File: config.mk
export PLATFORM = sky130hd
export DESIGN_NAME = mips_mc_controller
export DESIGN_NICKNAME = d
export VERILOG_FILES = /design/src/rtl/mips_mc_controller.sv
export SDC_FILE = /design/constraint.sdc
export NUM_CORES = 1
export LEC_CHECK = 0
export BUFFER_PORTS_ARGS = -buffer_cell sky130_fd_sc_hd__buf_2
export CAP_MARGIN = 10
export CORE_AREA = 4 4 41 43
export CTS_BUF_LIST = sky130_fd_sc_hd__clkbuf_8
export CTS_CLUSTER_SIZE = 8
export DETAILED_ROUTE_END_ITERATION = 8
export DIE_AREA = 0 0 45 47
export PLACE_DENSITY_LB_ADDON = 0.3
export SYNTH_ARGS = -nofsm -noshare
export SYNTH_HDL_FRONTEND = slang
export SYNTH_SLANG_ARGS = --single-unit
File: constraint.sdc
create_clock -name clk -period 5.6 [get_ports clk]
set_input_delay 1.4 -clock clk [delete_from_list [all_inputs] [get_ports clk]]
set_output_delay 1.4 -clock clk [all_outputs]
set_load 0.02 [all_outputs]
File: src/rtl/mips_mc_controller.sv
// Multi-cycle MIPS control FSM (Moore) with ALU decoder driving datapath enables/selects.
// Latency: outputs combinational from state (PCEn also from Zero); state advances each clk.
// Backpressure: none; one state per cycle, no stalls or flow control.
module mips_mc_controller (
    input  logic       clk,
    input  logic       reset,
    input  logic [5:0] Op,
    input  logic [5:0] Funct,
    input  logic       Zero,
    output logic       PCEn,
    output logic       IorD,
    output logic       MemWrite,
    output logic       IRWrite,
    output logic       RegDst,
    output logic       MemtoReg,
    output logic       RegWrite,
    output logic       ALUSrcA,
    output logic [1:0] ALUSrcB,
    output logic [1:0] PCSrc,
    output logic [3:0] ALUCtrl,
    output logic [3:0] State,
    output logic       IllegalOp
);

    typedef enum logic [3:0] {
        S_FETCH    = 4'd0,
        S_DECODE   = 4'd1,
        S_MEMADR   = 4'd2,
        S_MEMREAD  = 4'd3,
        S_MEMWB    = 4'd4,
        S_MEMWRITE = 4'd5,
        S_EXECUTE  = 4'd6,
        S_ALUWB    = 4'd7,
        S_BRANCH   = 4'd8,
        S_ADDIEX   = 4'd9,
        S_ADDIWB   = 4'd10,
        S_JUMP     = 4'd11
    } state_t;

    localparam logic [5:0] OP_LW    = 6'b100011;
    localparam logic [5:0] OP_SW    = 6'b101011;
    localparam logic [5:0] OP_RTYPE = 6'b000000;
    localparam logic [5:0] OP_BEQ   = 6'b000100;
    localparam logic [5:0] OP_ADDI  = 6'b001000;
    localparam logic [5:0] OP_J     = 6'b000010;

    state_t     state;
    state_t     next_state;
    logic       pcwrite;
    logic       branch;
    logic [1:0] aluop;

    // State register; reset aborts any in-flight instruction immediately
    always_ff @(posedge clk or posedge reset) begin
        if (reset)
            state <= S_FETCH;
        else
            state <= next_state;
    end

    // Next-state and per-state Moore outputs; everything defaults to 0
    always_comb begin
        next_state = S_FETCH;
        pcwrite    = 1'b0;
        branch     = 1'b0;
        aluop      = 2'b00;
        IorD       = 1'b0;
        MemWrite   = 1'b0;
        IRWrite    = 1'b0;
        RegDst     = 1'b0;
        MemtoReg   = 1'b0;
        RegWrite   = 1'b0;
        ALUSrcA    = 1'b0;
        ALUSrcB    = 2'b00;
        PCSrc      = 2'b00;
        IllegalOp  = 1'b0;
        case (state)
            S_FETCH: begin
                ALUSrcB    = 2'b01;
                IRWrite    = 1'b1;
                pcwrite    = 1'b1;
                next_state = S_DECODE;
            end
            S_DECODE: begin
                // Branch target computed speculatively here
                ALUSrcB = 2'b11;
                case (Op)
                    OP_LW, OP_SW: next_state = S_MEMADR;
                    OP_RTYPE:     next_state = S_EXECUTE;
                    OP_BEQ:       next_state = S_BRANCH;
                    OP_ADDI:      next_state = S_ADDIEX;
                    OP_J:         next_state = S_JUMP;
                    default: begin
                        // Unsupported opcode retires as a NOP
                        next_state = S_FETCH;
                        IllegalOp  = 1'b1;
                    end
                endcase
            end
            S_MEMADR: begin
                ALUSrcA    = 1'b1;
                ALUSrcB    = 2'b10;
                next_state = (Op == OP_SW) ? S_MEMWRITE : S_MEMREAD;
            end
            S_MEMREAD: begin
                IorD       = 1'b1;
                next_state = S_MEMWB;
            end
            S_MEMWB: begin
                MemtoReg = 1'b1;
                RegWrite = 1'b1;
            end
            S_MEMWRITE: begin
                IorD     = 1'b1;
                MemWrite = 1'b1;
            end
            S_EXECUTE: begin
                ALUSrcA    = 1'b1;
                aluop      = 2'b10;
                next_state = S_ALUWB;
            end
            S_ALUWB: begin
                RegDst   = 1'b1;
                RegWrite = 1'b1;
            end
            S_BRANCH: begin
                ALUSrcA = 1'b1;
                aluop   = 2'b01;
                PCSrc   = 2'b01;
                branch  = 1'b1;
            end
            S_ADDIEX: begin
                ALUSrcA    = 1'b1;
                ALUSrcB    = 2'b10;
                next_state = S_ADDIWB;
            end
            S_ADDIWB: begin
                RegWrite = 1'b1;
            end
            S_JUMP: begin
                PCSrc   = 2'b10;
                pcwrite = 1'b1;
            end
            default: begin
                // Unused encodings: all strobes low, recover to FETCH
                next_state = S_FETCH;
            end
        endcase
    end

    // ALU decoder; unknown combinations fall back to ADD so ALUCtrl is never X
    always_comb begin
        ALUCtrl = 4'b0010;
        case (aluop)
            2'b00: ALUCtrl = 4'b0010;
            2'b01: ALUCtrl = 4'b0110;
            2'b10: begin
                case (Funct)
                    6'b100000: ALUCtrl = 4'b0010;
                    6'b100010: ALUCtrl = 4'b0110;
                    6'b100100: ALUCtrl = 4'b0000;
                    6'b100101: ALUCtrl = 4'b0001;
                    6'b101010: ALUCtrl = 4'b0111;
                    default:   ALUCtrl = 4'b0010;
                endcase
            end
            default: ALUCtrl = 4'b0010;
        endcase
    end

    // Zero only matters while Branch is high, i.e. in BRANCH
    assign PCEn  = pcwrite | (branch & Zero);
    assign State = state;

endmodule

==> impl_metrics.yaml, run 1 <==
power_and_ir_drop:
  pwr-share-seq: 0.213
  power_density_mw_per_mm2: 413.7
  power.internal_w: 0.0001645
  combinationalPowerShare: 0.605
  p_sw_w: 0.0001678
  switching_share: 0.5049
  ir_drop_mv: 0.3721
  clock_power_share: 0.182
  p_leak_nw: 0.4021
final_layout:
  nets: 135
  syn2layout_area_growth_pct: 33.20
  final_cells: 130
  drive_above_1_share: 0.3652
  n_antenna_cell: 0
  fin_area_sq_um: 803.3
  largest_reg_flops: 4
synth:
  syn-cell-area_sq_um: 603.1
  synth_area_leader_cell: "dfrtp_1"
  ys_warn_count: 0
  ys_ff_latch: 4
  async_reset_ff_frac: 1.000
  synth_edf_count: 0
  syn_avg_cell_area_sq_um: 7.095
  synth.distinct_cells: 39
  syn_nets: 103
  synth_top_area_frac: 0.1660
  synth_area_leaders: "dfrtp_1 (17%), ha_1 (6.2%), nand2_1 (5.0%)"
  ys.flop_type: "dfrtp_1"
  syn_inst: 85
  seq_area_frac_synth: 0.1660
routing:
  drtIter0Drc: 11
  drt_wl_total_mm: 1.542
  ant_nets: 0
  drcViolationCount: 0
  wire_per_inst_um: 11.86
  viasPerCell: 5.323
  firstDrtPassIters: 4
  num_vias: 692
placed_design:
  dp_hpwl_mm: 1.207
  dp.cells: 127
  gp_congestion: 0.7445
  place_area_sq_um: 762.0
  port_buffers: 34
  preCtsSetupSlack_ns: 1.527
worst_setup_path:
  crit_buf_inv: 2
  path_max_fanout: 4
  cp-end-kind: "primary output"
  max_stage_delay_ns: 0.54
  critical-path-top-delay-family: "simple AND/OR/NAND/NOR gates"
  crit_type: "input pin to primary output"
  required_ns: 4.20
  crit_arrival_ns: 2.68
  path_cells: "buf_2 -> or4_4 -> o31a_2 -> and3_1 -> buf_2"
  worst_path_most_repeated_cell: "buf_2"
  cpMaxStageDelayCell: "or4_4"
  cp-start-kind: "input pin"
clock_tree:
  cts_tree: "yes"
  ctsHtreeMaxLevel: 1
  clk_pin_slew_ns: 0.03
  clock_tree.root_cell: "clkbuf_8"
  cts_setup_buffers: 0
  cts_hold_buf: 0
  post_cts_resized: 0
  clock_latency_ns: 0.22
  clk_path_buf_depth: 2
  cts.sinks: 4
  cts-buffers-inserted: 3
global_routing:
  grt_max_degree: 18
  grt_overflow: 0
  grt_antenna_before_repair: 0
  grt_pass1_vias: 612
  grt_pass1_wl_mm: 2.622
  grt_util_all_layers: 0.1708
sta:
  min_period_ns: 4.076
  slew_viol_final: 0
  hold_viol_final: 0
  maxSlewHeadroom: 0.6590
  max_freq_mhz: 245.3
  fin_skew_ns: 0.004064
  tightest_slew_ns: 0.5115
  whs_ns: 0.7000
  rsz0062_at_grt: "false"
  setup_ws_ns: 1.524
  tns_ns: 0
  finalCritPeriodShare: 0.7279
  setup_viol: 0
outcome:
  status: "completed"
floorplan:
  die-area_sq_mm: 0.002115
  die_h_um: 47
  dieWidth_um: 45
  core_sq_mm: 0.001301
  start_util: 0.4635
  ios: 36
  row_count: 13
min_path:
  worstHoldPathType: "register to register"
job:
  maxCapViolCount: 0
==> metrics by stage <==
step,power [W],utilization
3_5_place_dp,0.0002723,0.5856
4_1_cts,0.0003357,0.6173
5_1_grt,0.0003640,0.6173
6_report,0.0003323,0.6173
3_3_place_gp,0.0002692,0.5856
2_1_floorplan,0.0002111,-
==> path summary, 6_finish.rpt <==
kind                            slack [ns]  cells after the start   endpoint  startpoint
worst max-delay path                  1.52                      5  IllegalOp       Op[0]
worst min-delay path                  0.70                      1   State[0]    State[3]
worst max register to register        4.23                      3   State[1]    State[1]
worst min register to register        0.70                      1   State[0]    State[3]
max in group asynchronous             4.40                      2   State[2]       reset
min in group asynchronous             1.05                      2   State[3]       reset
==> synth_stat cells (all sizes together), types with 2 or more instances <==
cell type	count
a21oi	4
and3	4
buf	2
clkbuf	5
dfrtp	4
ha	3
inv	7
mux2i	2
nand2	8
nor2	8
nor2b	4
nor3	4
o211ai	3
o21ai	3
xor2	2
==> power groups by stage <==
stage	combinational, W	sequential [W]	clock (W)
2_1_floorplan	0.000155	0.0000563	0
3_3_place_gp	0.000199	0.0000700	0
3_5_place_dp	0.000202	0.0000702	0
4_1_cts	0.000203	0.0000698	0.0000627
5_1_grt	0.000223	0.0000748	0.0000667
6_report	0.000201	0.0000708	0.0000605
==> per-layer routing <==
layer	up-vias	part of all wire	wire length (um)	global-route usage
li1	364	-	-	-
met1	303	0.44	685	0.2073
met2	23	0.46	716	0.2768
met3	2	0.079	122	0.05747
met4	0	0.011	17	0.07018
met5	-	0	0	0
==> logic make-up after synthesis <==
logic type	share of synthesized area
DFF	0.1660
AOI/OAI and AO/OA	0.2282
muxes	0.03320
xor gates and xnor gates	0.04358
other	0.006218
buffers and inverters	0.09337
and+or+nand+nor	0.3672
adders and majority gates	0.06225
==> area by class of cell <==
cell class	instances	area, sq um
multi-input cells	67	446.7
well taps	15	18.77
clock buffers	3	41.29
repair buffers	34	170.2
fillers	126	498.0
flip-flops and latches	4	100.1
inverters	7	26.28
==> cells in the final DEF (no fill, tap or decap), types with 3 or more instances in the layout <==
master,count
inv_1,7
nor3_1,4
nand2_1,8
dfrtp_1,4
nor2_1,8
nor2b_1,4
o21ai_0,3
clkbuf_8,3
ha_1,3
a21oi_1,4
o211ai_1,3
and3_1,3
buf_2,34
(Power assumes the default switching activity.)
==> run 2: changes to the inputs <==
--- a/config.mk
+++ b/config.mk
@@ -7,11 +7,11 @@
 export LEC_CHECK = 0
 export BUFFER_PORTS_ARGS = -buffer_cell sky130_fd_sc_hd__buf_2
 export CAP_MARGIN = 10
-export CORE_AREA = 4 4 41 43
+export CORE_MARGIN = 4
+export CORE_UTILIZATION = 40
 export CTS_BUF_LIST = sky130_fd_sc_hd__clkbuf_8
 export CTS_CLUSTER_SIZE = 8
 export DETAILED_ROUTE_END_ITERATION = 8
-export DIE_AREA = 0 0 45 47
 export PLACE_DENSITY_LB_ADDON = 0.3
 export SYNTH_ARGS = -nofsm -noshare
 export SYNTH_HDL_FRONTEND = slang
==> constraint.sdc (replaced) <==
create_clock -name clk -period 3.3 [get_ports clk]
set_input_delay 0.825 -clock clk [delete_from_list [all_inputs] [get_ports clk]]
set_output_delay 0.825 -clock clk [all_outputs]
set_load 0.02 [all_outputs]
==> run 2 against run 1 <==
Effect of this change: flip-flop and latch count is the same; wire length grew 16%; largest power group unchanged; combinational power grew 100%; hold slack lost 0.23 ns; die area grew 3.7%; highest routed layer unchanged; clock power grew 74%; clock skew shrank 0.00066 ns; core utilization shrank 0.74 points; power grew 81%.
==> impl_metrics.yaml, run 2 (synthesized netlist as in run 1, its figures left out) <==
worst_setup_path:
  required_ns: 2.47
  crit_arrival_ns: 2.17
  ff2ff_setup_slack_ns: 1.82
  path_max_fanout: 8
  cp-end-kind: "primary output"
  timing.rr.start: "State[0]"
  crit_type: "register to primary output"
  rr_worst_depth: 4
  cp-start-kind: "register"
  crit-reg2reg-capture: "State[1]"
placed_design:
  gp_congestion: 0.7450
  port_buffers: 34
  dp_hpwl_mm: 1.435
global_routing:
  grt_max_degree: 14
  grt_overflow: 0
  grt_util_all_layers: 0.1854
  grt_pass1_vias: 687
  grt_antenna_before_repair: 0
  grt_pass1_wl_mm: 2.918
floorplan:
  ios: 36
  start_util: 0.4414
  core_sq_mm: 0.001366
  die-area_sq_mm: 0.002193
  dieWidth_um: 46.83
  row_count: 13
  die_h_um: 46.83
final_layout:
  nets: 139
  layout_common_cells: "buf_2 (34), nand2_1 (8), nor2_1 (8)"
  n_antenna_cell: 0
  largest_reg_flops: 4
  final_common_cell: "buf_2"
  drive_above_1_share: 0.3866
  syn2layout_area_growth_pct: 38.17
clock_tree:
  cts_hold_buf: 0
  ctsHtreeMaxLevel: 1
  clk_pin_slew_ns: 0.03
  post_cts_resized: 0
  clk_path_buf_depth: 2
  cts_tree: "yes"
  cts.sinks: 4
  clock_latency_ns: 0.22
  cts_setup_buffers: 0
  cts-buffers-inserted: 3
  clock_tree.root_cell: "clkbuf_8"
routing:
  drcViolationCount: 0
  ant_nets: 0
  drtIter0Drc: 9
  wire_per_inst_um: 13.31
  firstDrtPassIters: 4
  viasPerCell: 5.396
  num_vias: 723
  drt_wl_total_mm: 1.783
sta:
  slew_viol_final: 0
  rsz0062_at_grt: "false"
  tns_ns: 0
  fin_skew_ns: 0.003407
  setup_viol: 0
  max_freq_mhz: 333.7
  hold_viol_final: 0
  finalCritPeriodShare: 0.9081
  min_period_ns: 2.997
  maxSlewHeadroom: 0.6625
  tightest_slew_ns: 0.4992
job:
  maxCapViolCount: 0
min_path:
  worstHoldPathType: "input pin to async pin"
power_and_ir_drop:
  power_density_mw_per_mm2: 722.0
  ir_drop_mv: 0.5353
  total_power_w: 0.0006016
  p_leak_nw: 0.4231
outcome:
  status: "completed"
## run 2: cell type report
| type | instances | area [sq um] |
|---|---|---|
| Fill cell | 141 | 533.0 |
| Timing Repair Buffer | 38 | 200.2 |
| Inverter | 7 | 26.28 |
| Clock buffer | 3 | 41.29 |
| Multi-Input combinational cell | 67 | 446.7 |
| Sequential cell | 4 | 100.1 |
| Tap cell | 15 | 18.77 |
## run 2: layer usage
layer	vias to the layer above	global-route usage	wire [um]
li1	372	-	-
met1	323	0.2240	771
met2	26	0.3279	884
met3	2	0.02299	111
met4	0	0.07735	15
met5	-	0	0
## run 2: power breakdown
group	switching, W	leakage (nW)	internal [W]
Clock	0.0000268	0.0216	0.0000779
Combinational	0.000251	0.349	0.000157
Sequential	0.0000253	0.0530	0.0000637
## run 2: critical path: stages (launching register included)
cell and delay (ns):
dfrtp_1 0.48, nor2b_1 0.36, nand2_1 0.17, ha_1 0.34, nand4b_1 0.13, o41ai_1 0.25
buf_2 0.22
## run 2: worst max path at each step
stage	from	endpoint	slack [ns]	depth (start not counted)
finish	State[1]	ALUCtrl[2]	0.30	6
global route	State[1]	ALUCtrl[2]	0.09	6
CTS	State[1]	ALUCtrl[2]	0.32	6
detailed placement	Op[0]	IllegalOp	0.38	5
global placement	Op[0]	IllegalOp	0.40	5
floorplan	State[1]	ALUCtrl[2]	0.09	6
## run 2: through the flow
stage | hold slack [ns] | setup slack, ns | cell area, sq um | instances | util
finish | 0.4749 | 0.3031 | 833.3 | 134 | 0.6099
global route | 0.5014 | 0.09407 | 833.3 | 134 | 0.6099
CTS | 0.4824 | 0.3191 | 833.3 | 134 | 0.6099
detailed placement | 0.6593 | 0.3782 | 792.0 | 131 | 0.5797
global placement | 0.6353 | 0.3964 | 792.0 | 131 | 0.5797
floorplan | 0.5911 | 0.09127 | 603.1 | 85 | -
